==> src/rtl/pong_game_ctrl.sv <==
// pong_game_ctrl -- game-flow controller for a pong game.
//
// Sequences a game through NEWGAME -> PLAY -> NEWBALL/OVER, keeps a 2-digit
// BCD score and a ball reserve, and drives the countdown timer that paces
// the pause between balls and the game-over display.
//
// Ports:
//   clk          in   system clock, all state changes on rising edge
//   reset        in   synchronous, active-high reset
//   btn[1:0]     in   player buttons, any non-zero value counts as pressed
//   refresh_tick in   one-clk pulse per video frame
//   hit          in   one-clk pulse, ball struck by paddle
//   miss         in   one-clk pulse, ball passed paddle
//   timer_up     in   countdown timer expired (level)
//   timer_start  out  one-clk registered pulse reloading the countdown timer
//   timer_tick   out  countdown decrement strobe (refresh_tick passed through)
//   graph_still  out  1 = freeze ball/paddle motion (all states except PLAY)
//   game_over    out  1 while in OVER
//   dig0[3:0]    out  BCD score units
//   dig1[3:0]    out  BCD score tens
//   balls[1:0]   out  balls remaining in reserve
module pong_game_ctrl #(
  parameter int INIT_BALLS = 3
) (
  input  logic       clk,
  input  logic       reset,
  input  logic [1:0] btn,
  input  logic       refresh_tick,
  input  logic       hit,
  input  logic       miss,
  input  logic       timer_up,
  output logic       timer_start,
  output logic       timer_tick,
  output logic       graph_still,
  output logic       game_over,
  output logic [3:0] dig0,
  output logic [3:0] dig1,
  output logic [1:0] balls
);

  typedef enum logic [1:0] {
    NEWGAME = 2'd0,
    PLAY    = 2'd1,
    NEWBALL = 2'd2,
    OVER    = 2'd3
  } state_t;

  localparam logic [1:0] INIT_BALLS_L = 2'(INIT_BALLS);

  state_t     state_q, state_d;
  logic [1:0] balls_q, balls_d;
  logic [3:0] dig0_q, dig0_d;
  logic [3:0] dig1_q, dig1_d;
  logic       timer_start_q, timer_start_d;
  logic       pressed;

  // Two-digit BCD increment; 99 wraps to 00.
  function automatic logic [7:0] bcd_inc(input logic [3:0] tens,
                                         input logic [3:0] units);
    logic [3:0] t;
    logic [3:0] u;
    t = tens;
    u = units;
    if (u == 4'd9) begin
      u = 4'd0;
      t = (t == 4'd9) ? 4'd0 : t + 4'd1;
    end else begin
      u = u + 4'd1;
    end
    return {t, u};
  endfunction

  // Saturating decrement so the reserve never wraps below zero.
  function automatic logic [1:0] ball_dec(input logic [1:0] b);
    return (b == 2'd0) ? 2'd0 : b - 2'd1;
  endfunction

  assign pressed = (btn != 2'b00);

  // State register
  always_ff @(posedge clk) begin
    if (reset) begin
      state_q       <= NEWGAME;
      balls_q       <= INIT_BALLS_L;
      dig0_q        <= 4'd0;
      dig1_q        <= 4'd0;
      timer_start_q <= 1'b0;
    end else begin
      state_q       <= state_d;
      balls_q       <= balls_d;
      dig0_q        <= dig0_d;
      dig1_q        <= dig1_d;
      timer_start_q <= timer_start_d;
    end
  end

  // Next-state logic
  always_comb begin
    state_d       = state_q;
    balls_d       = balls_q;
    dig0_d        = dig0_q;
    dig1_d        = dig1_q;
    timer_start_d = 1'b0;
    unique case (state_q)
      NEWGAME: begin
        if (pressed) begin
          state_d = PLAY;
          dig0_d  = 4'd0;
          dig1_d  = 4'd0;
          balls_d = ball_dec(balls_q);
        end
      end
      PLAY: begin
        // hit and miss are independent; both apply when coincident.
        if (hit) {dig1_d, dig0_d} = bcd_inc(dig1_q, dig0_q);
        if (miss) begin
          timer_start_d = 1'b1;
          if (balls_q == 2'd0) begin
            state_d = OVER;
          end else begin
            state_d = NEWBALL;
            balls_d = ball_dec(balls_q);
          end
        end
      end
      NEWBALL: begin
        if (timer_up && pressed) state_d = PLAY;
      end
      OVER: begin
        // timer_up is stale while the reload pulse is still out.
        if (timer_up && !timer_start_q) begin
          state_d = NEWGAME;
          balls_d = INIT_BALLS_L;
        end
      end
      default: state_d = NEWGAME;
    endcase
  end

  // Output logic
  always_comb begin
    graph_still = (state_q != PLAY);
    game_over   = (state_q == OVER);
  end

  assign timer_tick  = refresh_tick;
  assign timer_start = timer_start_q;
  assign dig0        = dig0_q;
  assign dig1        = dig1_q;
  assign balls       = balls_q;

endmodule

==> config.mk <==
export PLATFORM = sky130hd
export DESIGN_NAME = pong_game_ctrl
export DESIGN_NICKNAME = d
export VERILOG_FILES = /design/src/rtl/pong_game_ctrl.sv
export SDC_FILE = /design/constraint.sdc
export NUM_CORES = 1
export LEC_CHECK = 0
export CAP_MARGIN = 20
export CORE_MARGIN = 2
export CORE_UTILIZATION = 52
export CTS_BUF_LIST = sky130_fd_sc_hd__clkbuf_2
export DETAILED_ROUTE_END_ITERATION = 7
export PLACE_DENSITY_LB_ADDON = 0.3
export SYNTH_ARGS = -nofsm -noshare
export SYNTH_HDL_FRONTEND = slang
export SYNTH_SLANG_ARGS = --single-unit
==> constraint.sdc <==
create_clock -name clk -period 3 [get_ports clk]
set_input_delay 0.45 -clock clk [delete_from_list [all_inputs] [get_ports clk]]
set_output_delay 0.45 -clock clk [all_outputs]
set_load 0.02 [all_outputs]
==> results.md <==
* Wirelength, routed at about 1700 um
* Critical register-to-register path endpoint: dig0[2]
* Fraction of synthesized area in multiplexers at 0.0454
* Fin crit period at 2.29 ns
* Share of synthesized area occupied by flip-flops and latches at 0.295
* DRC marker count from the first detailed-route iteration at 12
* Setup violators final at 0
* Post-CTS clock slew at the launch and capture registers of the worst setup and hold paths at 0.15 ns
* Area of the die at between 0.002 and 0.0025 mm^2
* Worst setup slack after placement at about 1.1 ns
* Final instance area at 0.00109 mm^2
* Share of the synthesized netlist area taken by xor and xnor gates at 0
* Source-to-sink clock delay at the later pin of the worst-skew pair at 0.29 ns
* Initial DRT Pass Iterations at 4
* Layout Nets at ~150
* Count of flip-flops with a built-in enable after synthesis at 0
* Worst R2R Setup Slack at about 1.1 ns
* CTS sink count at 13
* Cell chain of the critical path: inv_1, ha_1, inv_2, clkdlybuf4s50_1
* Synthesized-area fraction occupied by and/or/nand/nor cells at 0.213
* Starting Density at 0.572
* Fraction of synthesized cell area taken by the top area cell type at 0.295
* Flip-flop and latch count after synthesis at 13
* Port Buffer Count at 19
* FF/Latch Area at 260 um^2
* Worst Hold Depth at 2
* Arrival time at the worst endpoint at 1.84 ns
* Pin count of the biggest net entering global routing at 17
* Setup crit end kind: primary output
* Startpoint type of the worst setup path: register
* Area taken by multi-input logic gates at 554 um^2
* Overall die height at 45.2 um
* # resized after CTS at 0
* Part of the total power dissipated in sequential elements at 0.292
* Worst setup path category: register to primary output
* Dominant synthesized flop cell: sky130_fd_sc_hd__dfxtp_1
* Avg Vias per Cell at about 5.6
* Main area contributors after synthesis: sky130_fd_sc_hd__dfxtp_1 (30%), sky130_fd_sc_hd__ha_1 (18%), sky130_fd_sc_hd__inv_1 (4.7%)
* Post-synth design cell area at 882 um^2
* Remaining Overflow, GRT at 0
* Final sum of negative setup slack at 0 ns
* Type of the worst min-delay path: register to register
* Root cell of the clock tree: sky130_fd_sc_hd__clkbuf_2
* Number of filler cells placed in the layout at between 100 and 150
* Vias in the first global route at 721
* Die outline width at 45.2 um
* Number of buffers inserted by hold repair at cts at 0
* Number of different library cells in the post-synthesis netlist at 33
* Final worst slack at 0.713 ns
* Number of buffers created by CTS at 3
* Pwr per Cell Area at 818 mW/mm^2
* Count of synthesis-stage warnings from yosys at 0
* Wire length of the first global-routing pass at 2930 um
* Count of antenna-violating nets left after detailed routing at 0
* Worst Clk Skew at 0.0158 ns
* Cell count of the worst reg-to-reg path at 7
* Fraction of final layout cells sized beyond drive strength 1 at 0.0976
* Max-slew violation count at 0
* Dominant combinational cell family by area after synthesis: simple AND/OR/NAND/NOR gates
* Buffer and inverter count on the worst path at 3
* Number of antenna diodes at 0
* Global placer's final weighted congestion at 0.843
* Vias after detailed routing at a little under 800
* Area fraction in compound gates after synthesis at 0.186
* Row cnt at 14
* Cell types with the highest counts after synthesis: sky130_fd_sc_hd__dfxtp_1 (13), sky130_fd_sc_hd__ha_1 (13), sky130_fd_sc_hd__inv_1 (11), sky130_fd_sc_hd__nand2_1 (8), sky130_fd_sc_hd__nor2_1 (8)
* Share of the clock period used by the worst path at 0.762
* Synthesized Nets at about 120
* Sw Ratio at 0.475
* Post-detail-place hpwl at 1330 um
* Synthesized area per cell at around 8.6 um^2
* Detailed-route wire length per cell at 12.6 um
* Async S/R FF share, synth at 0
* I/O pin total at 22
* Clock tree from TritonCTS: done
* Largest area contributor in the netlist: sky130_fd_sc_hd__dfxtp_1
* Number of endpoints with negative hold slack in the final report at 0
* DRC violation count after routing at 0
* Total power after layout at 0.892 mW
* Critical Path Fanout Max at 7
* Synthesized instance count at between 100 and 150
* Hold slack final at 0.526 ns
* RSZ-0062 raised after global routing: false
* Highest clock frequency the design can meet at 0.437 GHz
* Adder-cell share of the synthesized area at 0.184
* Net Switching at about 0.42 mW
* Reported max-cap violation count at 0
* Cell family contributing the most delay on the critical path: buffers and inverters
* GRT Util Overall at 0.191
* Hold-critical path endpoint: dig0[3]
* Leak pwr at around 0.44 nW
* Proportion of power drawn by the clock network at 0.106
* Buffers from clock root to sink, at most at 2
* Dpl cell area at 0.00107 mm^2
* Power Internal at 0.468 mW
* Slew @ Worst Pin at 0.544 ns
* R2r startpoint: state_q[1]
* Critical Path RT at 2.55 ns
* Relative slew slack at 0.636
* HP Start: dig0[3]
* Highest-delay cell along the critical path: sky130_fd_sc_hd__clkdlybuf4s50_1
* Critical path's largest stage delay at 0.62 ns
* Deepest level of the CTS H-tree at 1
* Initial antenna violation count at 0
* Post-CTS setup buffers at 0
* Layout-stage area growth over the synthesis result at 23.5%
* Placeable core region at 0.00154 mm^2
* Status: finished, final reports clean
* Max IR drop VDD at 0.702 mV
* Combinational Power Share at 0.602
layout by cell type, fill, tap and decap left out, types with 2 or more instances in the layout:
| master | count |
|---|---|
| sky130_fd_sc_hd__a2111oi_0 | 2 |
| sky130_fd_sc_hd__a211oi_1 | 2 |
| sky130_fd_sc_hd__a21oi_1 | 6 |
| sky130_fd_sc_hd__clkbuf_2 | 3 |
| sky130_fd_sc_hd__clkdlybuf4s50_1 | 19 |
| sky130_fd_sc_hd__dfxtp_1 | 13 |
| sky130_fd_sc_hd__ha_1 | 13 |
| sky130_fd_sc_hd__inv_1 | 11 |
| sky130_fd_sc_hd__mux2i_1 | 4 |
| sky130_fd_sc_hd__nand2_1 | 8 |
| sky130_fd_sc_hd__nand3_1 | 3 |
| sky130_fd_sc_hd__nand4_1 | 2 |
| sky130_fd_sc_hd__nor2_1 | 8 |
| sky130_fd_sc_hd__nor3_1 | 3 |
| sky130_fd_sc_hd__o21ai_0 | 4 |
| sky130_fd_sc_hd__o21ai_1 | 4 |
| sky130_fd_sc_hd__or3_1 | 2 |
registers in the layout, summed over array words and instances, names as in the netlist:
name,cells
dig0,4
state_q,2
timer_start,1
dig1,4
balls,2
worst max path at each step:
| stage | startpoint | endpoint | slack (ns) | cells after the start |
|---|---|---|---|---|
| after CTS | state_q[1] | graph_still | 0.70 | 4 |
| after detailed placement | btn[1] | dig0[2] | 1.05 | 6 |
| final | state_q[1] | graph_still | 0.71 | 4 |
| after global placement | reset | balls[0] | 1.05 | 3 |
| after global routing | state_q[1] | graph_still | 0.63 | 4 |
| after floorplan | state_q[0] | dig0[2] | 1.37 | 7 |
through the flow:
stage,utilization,cells
global placement,0.694,135
finish,0.707,139
detailed placement,0.694,135
global route,0.707,139
CTS,0.707,139
floorplan,-,103
tightest hold or removal path, cell delays in order (launching register included):
cell	delay, ns
sky130_fd_sc_hd__dfxtp_1	0.35
sky130_fd_sc_hd__o21ai_1	0.08
sky130_fd_sc_hd__a21oi_1	0.06
final cells by class:
type                       instances  area share
multi-input combinational         75       0.509
sequential                        13       0.239
timing repair buffer              19       0.175
inverter                          12      0.0413
tap                               16      0.0184
clock buffer                       3      0.0138
clock inverter                     1     0.00459
metal layers:
metal,routed length [um],GRT usage,share of wire,up-vias
li1,-,-,-,405
met1,883,0.258,0.51,349
met2,766,0.309,0.44,16
met3,76,0.0280,0.044,4
met4,20,0.0706,0.011,0
met5,0,0,0,-
power groups by stage:
stage                     registers [mW]  logic, mW  clock network, mW
after floorplan                    0.286      0.373                  0
after global placement             0.261      0.523                  0
after detailed placement           0.265      0.535                  0
after CTS                          0.261      0.541             0.0970
after global routing               0.268      0.594              0.104
final                              0.261      0.537             0.0942
logic make-up (layout without fill, tap and decap cells):
group	after synthesis	after routing
compound gates	24	24
mux	4	4
flops	13	13
fa+ha+maj	13	13
buf+inv	15	35
simple gates	34	34
Power figures use the tool's default switching activity.
